`src/rtl/native_bus_initiator.sv`:
```
// Native-bus (PicoRV32-style valid/ready) initiator: turns single commands into one
// bus transaction each and reports status, read data and latency as a response pulse.
module native_bus_initiator #(
    parameter int unsigned TIMEOUT = 255,
    parameter int unsigned LAT_W   = 16
) (
    input  logic             clk,
    input  logic             reset,
    input  logic             cmd_valid,
    output logic             cmd_ready,
    input  logic             cmd_write,
    input  logic             cmd_instr,
    input  logic [31:0]      cmd_addr,
    input  logic [31:0]      cmd_wdata,
    input  logic [3:0]       cmd_wstrb,
    output logic             rsp_valid,
    output logic [31:0]      rsp_rdata,
    output logic             rsp_error,
    output logic             mem_valid,
    output logic             mem_instr,
    input  logic             mem_ready,
    output logic [31:0]      mem_addr,
    output logic [31:0]      mem_wdata,
    output logic [3:0]       mem_wstrb,
    input  logic [31:0]      mem_rdata,
    output logic             busy,
    output logic [31:0]      txn_count,
    output logic [7:0]       err_count,
    output logic [LAT_W-1:0] last_latency
);

    typedef enum logic [1:0] {
        IDLE = 2'd0,
        REQ  = 2'd1,
        RESP = 2'd2
    } state_t;

    localparam logic [LAT_W-1:0] LAT_MAX     = '1;
    localparam logic [LAT_W-1:0] LAT_ONE     = LAT_W'(1);
    localparam logic [LAT_W-1:0] LAT_TIMEOUT = LAT_W'(TIMEOUT);

    state_t             state_q,        state_d;
    logic               cmd_ready_q,    cmd_ready_d;
    logic               busy_q,         busy_d;
    logic               mem_valid_q,    mem_valid_d;
    logic               mem_instr_q,    mem_instr_d;
    logic [31:0]        mem_addr_q,     mem_addr_d;
    logic [31:0]        mem_wdata_q,    mem_wdata_d;
    logic [3:0]         mem_wstrb_q,    mem_wstrb_d;
    logic               write_q,        write_d;
    logic [LAT_W-1:0]   lat_q,          lat_d;
    logic               rsp_valid_q,    rsp_valid_d;
    logic [31:0]        rsp_rdata_q,    rsp_rdata_d;
    logic               rsp_error_q,    rsp_error_d;
    logic [31:0]        txn_count_q,    txn_count_d;
    logic [7:0]         err_count_q,    err_count_d;
    logic [LAT_W-1:0]   last_latency_q, last_latency_d;

    logic               cmd_err_c;
    logic [7:0]         err_count_inc_c;

    // Commands rejected without touching the bus.
    assign cmd_err_c       = (cmd_addr[1:0] != 2'b00) || (cmd_write && (cmd_wstrb == 4'h0));
    assign err_count_inc_c = (err_count_q != 8'hFF) ? (err_count_q + 8'd1) : err_count_q;

    always_comb begin
        state_d        = state_q;
        mem_valid_d    = mem_valid_q;
        mem_instr_d    = mem_instr_q;
        mem_addr_d     = mem_addr_q;
        mem_wdata_d    = mem_wdata_q;
        mem_wstrb_d    = mem_wstrb_q;
        write_d        = write_q;
        lat_d          = lat_q;
        rsp_valid_d    = 1'b0;
        rsp_rdata_d    = rsp_rdata_q;
        rsp_error_d    = rsp_error_q;
        txn_count_d    = txn_count_q;
        err_count_d    = err_count_q;
        last_latency_d = last_latency_q;

        case (state_q)
            IDLE: begin
                if (cmd_valid) begin
                    if (cmd_err_c) begin
                        state_d     = RESP;
                        rsp_valid_d = 1'b1;
                        rsp_error_d = 1'b1;
                        rsp_rdata_d = 32'h0;
                        err_count_d = err_count_inc_c;
                    end else begin
                        state_d     = REQ;
                        mem_valid_d = 1'b1;
                        write_d     = cmd_write;
                        mem_addr_d  = cmd_addr;
                        mem_instr_d = cmd_write ? 1'b0 : cmd_instr;
                        mem_wdata_d = cmd_write ? cmd_wdata : 32'h0;
                        mem_wstrb_d = cmd_write ? cmd_wstrb : 4'h0;
                        lat_d       = LAT_ONE;
                    end
                end
            end

            REQ: begin
                // A ready arriving on the timeout cycle still counts as success.
                if (mem_ready) begin
                    state_d        = RESP;
                    mem_valid_d    = 1'b0;
                    rsp_valid_d    = 1'b1;
                    rsp_error_d    = 1'b0;
                    rsp_rdata_d    = write_q ? 32'h0 : mem_rdata;
                    last_latency_d = lat_q;
                    txn_count_d    = txn_count_q + 32'd1;
                end else if (lat_q == LAT_TIMEOUT) begin
                    state_d        = RESP;
                    mem_valid_d    = 1'b0;
                    rsp_valid_d    = 1'b1;
                    rsp_error_d    = 1'b1;
                    rsp_rdata_d    = 32'h0;
                    last_latency_d = LAT_TIMEOUT;
                    err_count_d    = err_count_inc_c;
                end else if (lat_q != LAT_MAX) begin
                    lat_d = lat_q + LAT_ONE;
                end
            end

            RESP: begin
                state_d = IDLE;
            end

            default: begin
                state_d     = IDLE;
                mem_valid_d = 1'b0;
            end
        endcase

        cmd_ready_d = (state_d == IDLE);
        busy_d      = (state_d != IDLE);
    end

    always_ff @(posedge clk) begin
        if (reset) begin
            state_q        <= IDLE;
            cmd_ready_q    <= 1'b1;
            busy_q         <= 1'b0;
            mem_valid_q    <= 1'b0;
            mem_instr_q    <= 1'b0;
            mem_addr_q     <= 32'h0;
            mem_wdata_q    <= 32'h0;
            mem_wstrb_q    <= 4'h0;
            write_q        <= 1'b0;
            lat_q          <= '0;
            rsp_valid_q    <= 1'b0;
            rsp_rdata_q    <= 32'h0;
            rsp_error_q    <= 1'b0;
            txn_count_q    <= 32'h0;
            err_count_q    <= 8'h0;
            last_latency_q <= '0;
        end else begin
            state_q        <= state_d;
            cmd_ready_q    <= cmd_ready_d;
            busy_q         <= busy_d;
            mem_valid_q    <= mem_valid_d;
            mem_instr_q    <= mem_instr_d;
            mem_addr_q     <= mem_addr_d;
            mem_wdata_q    <= mem_wdata_d;
            mem_wstrb_q    <= mem_wstrb_d;
            write_q        <= write_d;
            lat_q          <= lat_d;
            rsp_valid_q    <= rsp_valid_d;
            rsp_rdata_q    <= rsp_rdata_d;
            rsp_error_q    <= rsp_error_d;
            txn_count_q    <= txn_count_d;
            err_count_q    <= err_count_d;
            last_latency_q <= last_latency_d;
        end
    end

    assign cmd_ready    = cmd_ready_q;
    assign busy         = busy_q;
    assign mem_valid    = mem_valid_q;
    assign mem_instr    = mem_instr_q;
    assign mem_addr     = mem_addr_q;
    assign mem_wdata    = mem_wdata_q;
    assign mem_wstrb    = mem_wstrb_q;
    assign rsp_valid    = rsp_valid_q;
    assign rsp_rdata    = rsp_rdata_q;
    assign rsp_error    = rsp_error_q;
    assign txn_count    = txn_count_q;
    assign err_count    = err_count_q;
    assign last_latency = last_latency_q;

endmodule

```
`config.mk`:
```
export PLATFORM = sky130hd
export DESIGN_NAME = native_bus_initiator
export DESIGN_NICKNAME = d
export VERILOG_FILES = /design/src/rtl/native_bus_initiator.sv
export SDC_FILE = /design/constraint.sdc
export NUM_CORES = 1
export LEC_CHECK = 0
export ABC_AREA = 1
export BUFFER_PORTS_ARGS = -buffer_cell sky130_fd_sc_hd__clkbuf_2
export CAP_MARGIN = 0
export CORE_MARGIN = 2
export CORE_UTILIZATION = 44
export CTS_BUF_LIST = sky130_fd_sc_hd__clkbuf_16
export CTS_CLUSTER_SIZE = 10
export DETAILED_ROUTE_END_ITERATION = 6
export GPL_ROUTABILITY_DRIVEN = 0
export PLACE_DENSITY_LB_ADDON = 0.25
export SETUP_SLACK_MARGIN = 0.15
export SYNTH_ARGS = -nofsm -noshare
export SYNTH_HDL_FRONTEND = slang
export SYNTH_SLANG_ARGS = --single-unit
```
`constraint.sdc`:
```
create_clock -name clk -period 1.6 [get_ports clk]
set_input_delay 0.32 -clock clk [delete_from_list [all_inputs] [get_ports clk]]
set_output_delay 0.32 -clock clk [all_outputs]
set_load 0.02 [all_outputs]
```
-- Word-level counts from Yosys, hierarchy flattened
Index checks and enable logic that the tools add are counted.
- ROM bits: 0
- latch bits: 0
- register bits after elaboration: 181
- memories: 0
- output and inout bits: 162
- memory bits (writable): 0
- muxes and demuxes: 43
- bitwise gates (word level): 2
- add/subtract/negate cells: 3
- magnitude comparators: 0
- eq/ne operators: 13
- div/mod/pow operators: 0
- multipliers: 0
- reduce and logical (&&, ||, !) cells: 16
- shift-type cells: 0
- operator list (kind ; number):
    two-way mux 32 bit ; 6
    two-way mux 16 bit ; 7
    one-hot mux 32 bit (2 select lines) ; 1
    two-way mux 8 bit ; 5
    adder 32 x 1 -> 32 bit (second input constant) ; 1
    one-hot mux 16 bit (2 select lines) ; 1
    adder 16 x 1 -> 16 bit (second input constant) ; 1
    equality test 16 x 8 -> 1 bit (second input constant) ; 1
    inequality test 16 bit (second input constant) ; 1
    one-hot mux 8 bit (2 select lines) ; 1
    inequality test 2 bit (second input constant) ; 7
    two-way mux 1 bit ; 13
    adder 8 x 1 -> 8 bit (second input constant) ; 1
    two-way mux 2 bit ; 4
    inequality test 8 bit (second input constant) ; 1
    AND reduction 4 bit ; 2
    nonzero test 2 bit ; 4
    AND reduction 6 bit ; 1
    AND reduction 5 bit ; 1
    zero test 2 bit ; 2
    zero test 4 bit ; 1
    two-way mux 4 bit ; 1
    one-hot mux 1 bit (2 select lines) ; 2
    one-hot mux 2 bit (2 select lines) ; 1
    other kinds (9) ; 11

-- Depth between registers and ports, before layout
- depth after elaboration: 7
- gate-level depth with buffers: 12
- mapped depth without buffers: 12

-- Least setup slack after synthesis
OpenSTA, ideal clock, no wires.
- path kind: register to register
- from: reg lat_q[0]
- to: reg lat_q[13]
- required time: 1.487 ns
- buffers on the path: 2
- cell stages (with the launch flop): 11
- setup slack: -0.025 ns
- data arrival time: 1.512 ns
- cell sequence: dfxtp_1 > ha_1 > nand3_1 > nor2_2 > nand2_1 > nand3_2 > nand2_1 > buf_6 > buf_6 > a21oi_2 > nor2_1
- word-level cells in the longest chain between the ends: 5
- elaborated cells on any way between the ends: 10
- ends and longest elaborated chain (what ; line ; source):
    from (decl) ; 51 ; logic [LAT_W-1:0] lat_q, lat_d;
    from (signal assigned) ; 169 ; lat_q <= lat_d;
    adder 16 x 1 -> 16 bit ; 123 ; lat_d = lat_q + LAT_ONE;
    two-way mux 16 bit ; 122 ; end else if (lat_q != LAT_MAX) begin
    two-way mux 16 bit ; 114 ; end else if (lat_q == LAT_TIMEOUT) begin
    two-way mux 16 bit ; 106 ; if (mem_ready) begin
    one-hot mux 16 bit (2 select lines) ; 82 ; case (state_q)
Parallel ways exist; a longest one is shown, timed or not. The select of a mux whose other input is x is not followed.
A chain may end at the register's enable or synchronous reset.

-- Worst setup path after layout
- from: reg lat_q[0]
- to: reg rsp_rdata_q[18], in the netlist rsp_rdata[18]
- word-level cells in the longest chain between the ends: 3
- ends and longest elaborated chain (what ; line ; source):
    equality test 16 x 8 -> 1 bit ; 114 ;
    inequality test 3 bit (no line) ; n/a ;
    AND reduction 4 bit (no line) ; n/a ;
    to (signal assigned) ; 171 ; rsp_rdata_q <= rsp_rdata_d;
    to (decl) ; 53 ; logic [31:0] rsp_rdata_q, rsp_rdata_d;
Every way passes these cells.

==> impl_metrics.env <==
export IMPL_result_of_the_run="completed"
export IMPL_ranking_of_synthesized_cells_by_instance_count="333 x nand2_1, 181 x dfxtp_1, 149 x a21oi_1, 97 x nor2_1"
export IMPL_detailed_route_via_count=8282
export IMPL_dr_pass1_iters=5
export IMPL_grt_max_degree=66
export IMPL_number_of_antenna_violations_at_the_first_check_in_global_routing=0
export IMPL_worstPathCellList="ha_4 -> nand3_4 -> nor2_4 -> nand2_4 -> nand2_4 -> nand2_8 -> buf_12 -> buf_16 -> nand3_4 -> a21oi_2"
export IMPL_groute_layer_met1_usage_pct=31.31
export IMPL_post_synth_top_area_fraction_pct=47.58
export IMPL_netlist_area_mm2=0.007616
export IMPL_timing_rr_end="rsp_rdata[18]$_SDFFE_PP0P_"
export IMPL_clockBufferDepth=2
export IMPL_worst_hold_path_type="primary input to register"
export IMPL_tritoncts="built"
export IMPL_clkLatencyLatePin_ns=0.43
export IMPL_postCtsHoldBufs=0
export IMPL_insertedDiodeCount=0
export IMPL_utilization_pct=69.93
export IMPL_p_per_area_mw_per_mm2=846.7
export IMPL_fp_dieW_um=135.6
export IMPL_clk_pin_slew_ns=0.08
export IMPL_worst_setup_path_start_kind="register"
export IMPL_worstPathMaxFanout=6
export IMPL_dominant_synthesized_flop_cell="dfxtp_1"
export IMPL_timing_hold_violations_final=0
export IMPL_syn_num_nets=1170
export IMPL_slowest_cell_on_the_critical_path="dfxtp_2"
export IMPL_drive_above_1_share_pct=46.57
export IMPL_hold_worst_slack_ns=0.1104
export IMPL_achievable_frequency_mhz=630.1
export IMPL_leakage_power_uw=0.005240
export IMPL_max_cap_violations=0
export IMPL_period_utilization_post_route_pct=99.19
export IMPL_dp_hpwl_mm=15.97
export IMPL_path_buf_inv=2
export IMPL_ios=268
export IMPL_final_max_slew_viol_count=0
export IMPL_fillCellCount=1382
export IMPL_globalRoute_busiestLayer="met2"
export IMPL_crit_path_end_kind="register"
export IMPL_worstSetupPathDepth=10
export IMPL_grt_first_pass_wirelength_mm=36.21
export IMPL_drt_wirelength_per_cell_um=14.92
export IMPL_via_count_normalized_by_instance_count=5.004
export IMPL_crit_startpoint="lat_q[0]$_SDFFE_PP0P_"
export IMPL_setup_viol=0
export IMPL_timing_critical_path_slowest_cell_delay_ns=0.35
export IMPL_worstHoldPathCells=3
export IMPL_synth_edf_count=0
export IMPL_row_count=48
export IMPL_cts_buffers_inserted=17
export IMPL_global_route_usage_met2_pct=39.81
export IMPL_cts_root_buf="clkbuf_16"
export IMPL_coreArea_mm2=0.01712
export IMPL_worst_endpoint_required_ns=1.91
export IMPL_place_port_buffers=267
export IMPL_synthCells=1061
export IMPL_vdd_ir_drop_worst_uv=766.4
export IMPL_setup_repair_after_global_routing_missed_its_margin="true"
export IMPL_htreeDepth=4
export IMPL_timing_reg2reg_setup_slack_ns=0.01
export IMPL_slew_limit_headroom_pct=73.17
export IMPL_remaining_drc_errors=0
export IMPL_setup_worst_path_class="register to register"
export IMPL_synth_sequential_area_ratio_pct=47.58
export IMPL_postRouteAntennaNets=0
export IMPL_initial_core_util_pct=44.50
export IMPL_synth_distinct_cells=40
export IMPL_final_setup_skew_ns=0.01338
export IMPL_synthToLayoutAreaGrowth_pct=57.17
export IMPL_synth_area_top_cells="dfxtp_1 48%, nand2_1 16%, a21oi_1 9.8%, nand3_1 5.0%, nor2_1 4.8%"
export IMPL_asyncSetResetFlopFracSynth_pct=0
export IMPL_timing_critical_path_max_delay_family="simple AND/OR/NAND/NOR gates"
export IMPL_num_nets_final=1526
export IMPL_synth_largest_area_cell="dfxtp_1"
export IMPL_met3_usage_pct=6.809
export IMPL_crit_end="rsp_rdata[18]$_SDFFE_PP0P_"
export IMPL_worst_slew_pin_slew_ns=0.3988
export IMPL_arrival_ns=1.89
export IMPL_synthMostInstantiatedCell="nand2_1"
export IMPL_vias_in_the_first_global_route=7429
export IMPL_number_of_cells_on_the_worst_reg_to_reg_path=10
export IMPL_period_needed_ns=1.587
export IMPL_totalWireLength_mm=24.70
export IMPL_drt_iter0_drc=448
export IMPL_ys_ff_latch=181
export IMPL_dieHeight_um=135.6
export IMPL_cts_sinks=181
export IMPL_grt_overflow_total=0
export IMPL_rr_startpoint="lat_q[0]$_SDFFE_PP0P_"
export IMPL_dieArea_mm2=0.01838
export IMPL_yosys_warnings=0
export IMPL_avgSynthCellArea_um2=7.178
export IMPL_grtUsageTotal_pct=24.58
[worst min path at each step]
stage / start / to / slack, ns
finish: cmd_wdata[5] / mem_wdata[5]$_SDFFE_PP0P_ / 0.11
global route: cmd_wdata[13] / mem_wdata[13]$_SDFFE_PP0P_ / 0.09
CTS: cmd_wdata[4] / mem_wdata[4]$_SDFFE_PP0P_ / 0.09
detailed placement: mem_addr[1]$_SDFFE_PP0P_ / mem_addr[1]$_SDFFE_PP0P_ / 0.43
global placement: mem_addr[1]$_SDFFE_PP0P_ / mem_addr[1]$_SDFFE_PP0P_ / 0.43
floorplan: reset / state_q[0]$_SDFF_PP0_ / 0.40
[worst min-delay path, delay by kind of cell]
family / cells / cell delay (ns)
compound gates: 1 / 0.05
buf+inv: 1 / 0.08
simple gates: 1 / 0.05
[cells by family (layout without fill, tap and decap cells)]
| kind of cell | after synthesis | count (layout) | share of synthesized area (%) |
|---|---|---|---|
| and+or+nand+nor | 552 | 553 | 31.10 |
| adders and majority gates | 3 | 3 | 0.4929 |
| buffers and inverters | 129 | 497 | 7.114 |
| DFF | 181 | 181 | 47.58 |
| xor gates and xnor gates | 9 | 9 | 1.035 |
| AOI/OAI and AO/OA | 187 | 187 | 12.68 |
[where the power goes]
group | internal (uW) | switching, uW
Sequential | 4580 | 62.2
Combinational | 420 | 606
Clock | 2570 | 1900
[placed cells by master (no fill, tap or decap), types with 29 or more instances in the layout]
cell type    n
inv_1       68
a21oi_2     43
dfxtp_1    152
nand3_1     30
a21oi_1    107
clkbuf_2   265
buf_4       78
nor2_1      83
nand2_1    273
nand2_4     29
nand2_2     33
nand3_2     36
[registers in the layout (all words and copies together), names as in the netlist, 2 cells and up]
name,cells
mem_addr,32
mem_wdata,32
rsp_rdata,32
txn_count,32
last_latency,16
lat_q,16
err_count,8
mem_wstrb,4
state_q,2
[layout make-up]
cell class / count / area, um2 / area share [%]
clock inverters: 14 / 167.7 / 1.401
flip-flops and latches: 181 / 3685 / 30.78
inverters: 78 / 316.6 / 2.645
clock buffers: 18 / 450.4 / 3.763
repair buffers: 387 / 2595 / 21.68
multi-input cells: 752 / 4474 / 37.38
well taps: 225 / 281.5 / 2.352
[metal layers]
layer,share of wire (%),vias up
met5,0,-
met4,2.0,0
met2,48,297
li1,-,4121
met1,42,3822
met3,7.4,42
[metrics by stage]
step	worst slack, ns	total power, uW	instances	setup TNS [ns]	instance area (um2)
floorplan	0.1041	5174	1061	0	7702
global placement	-0.01411	5545	1576	-0.01411	9723
detailed placement	-0.02497	5553	1576	-0.2176	9723
CTS	-0.008289	10070	1624	-0.01077	10960
global route	-0.07636	10470	1655	-1.393	11970
finish	0.01290	10140	1655	0	11970
[what timing repair did]
action                                  CTS  global route
endpoints found under the setup margin  104           144
resized for setup                       112           205
setup buffers                            11            25
pin swaps                                62            84
cloned                                    5             6
Power figures use the tool's default switching activity.
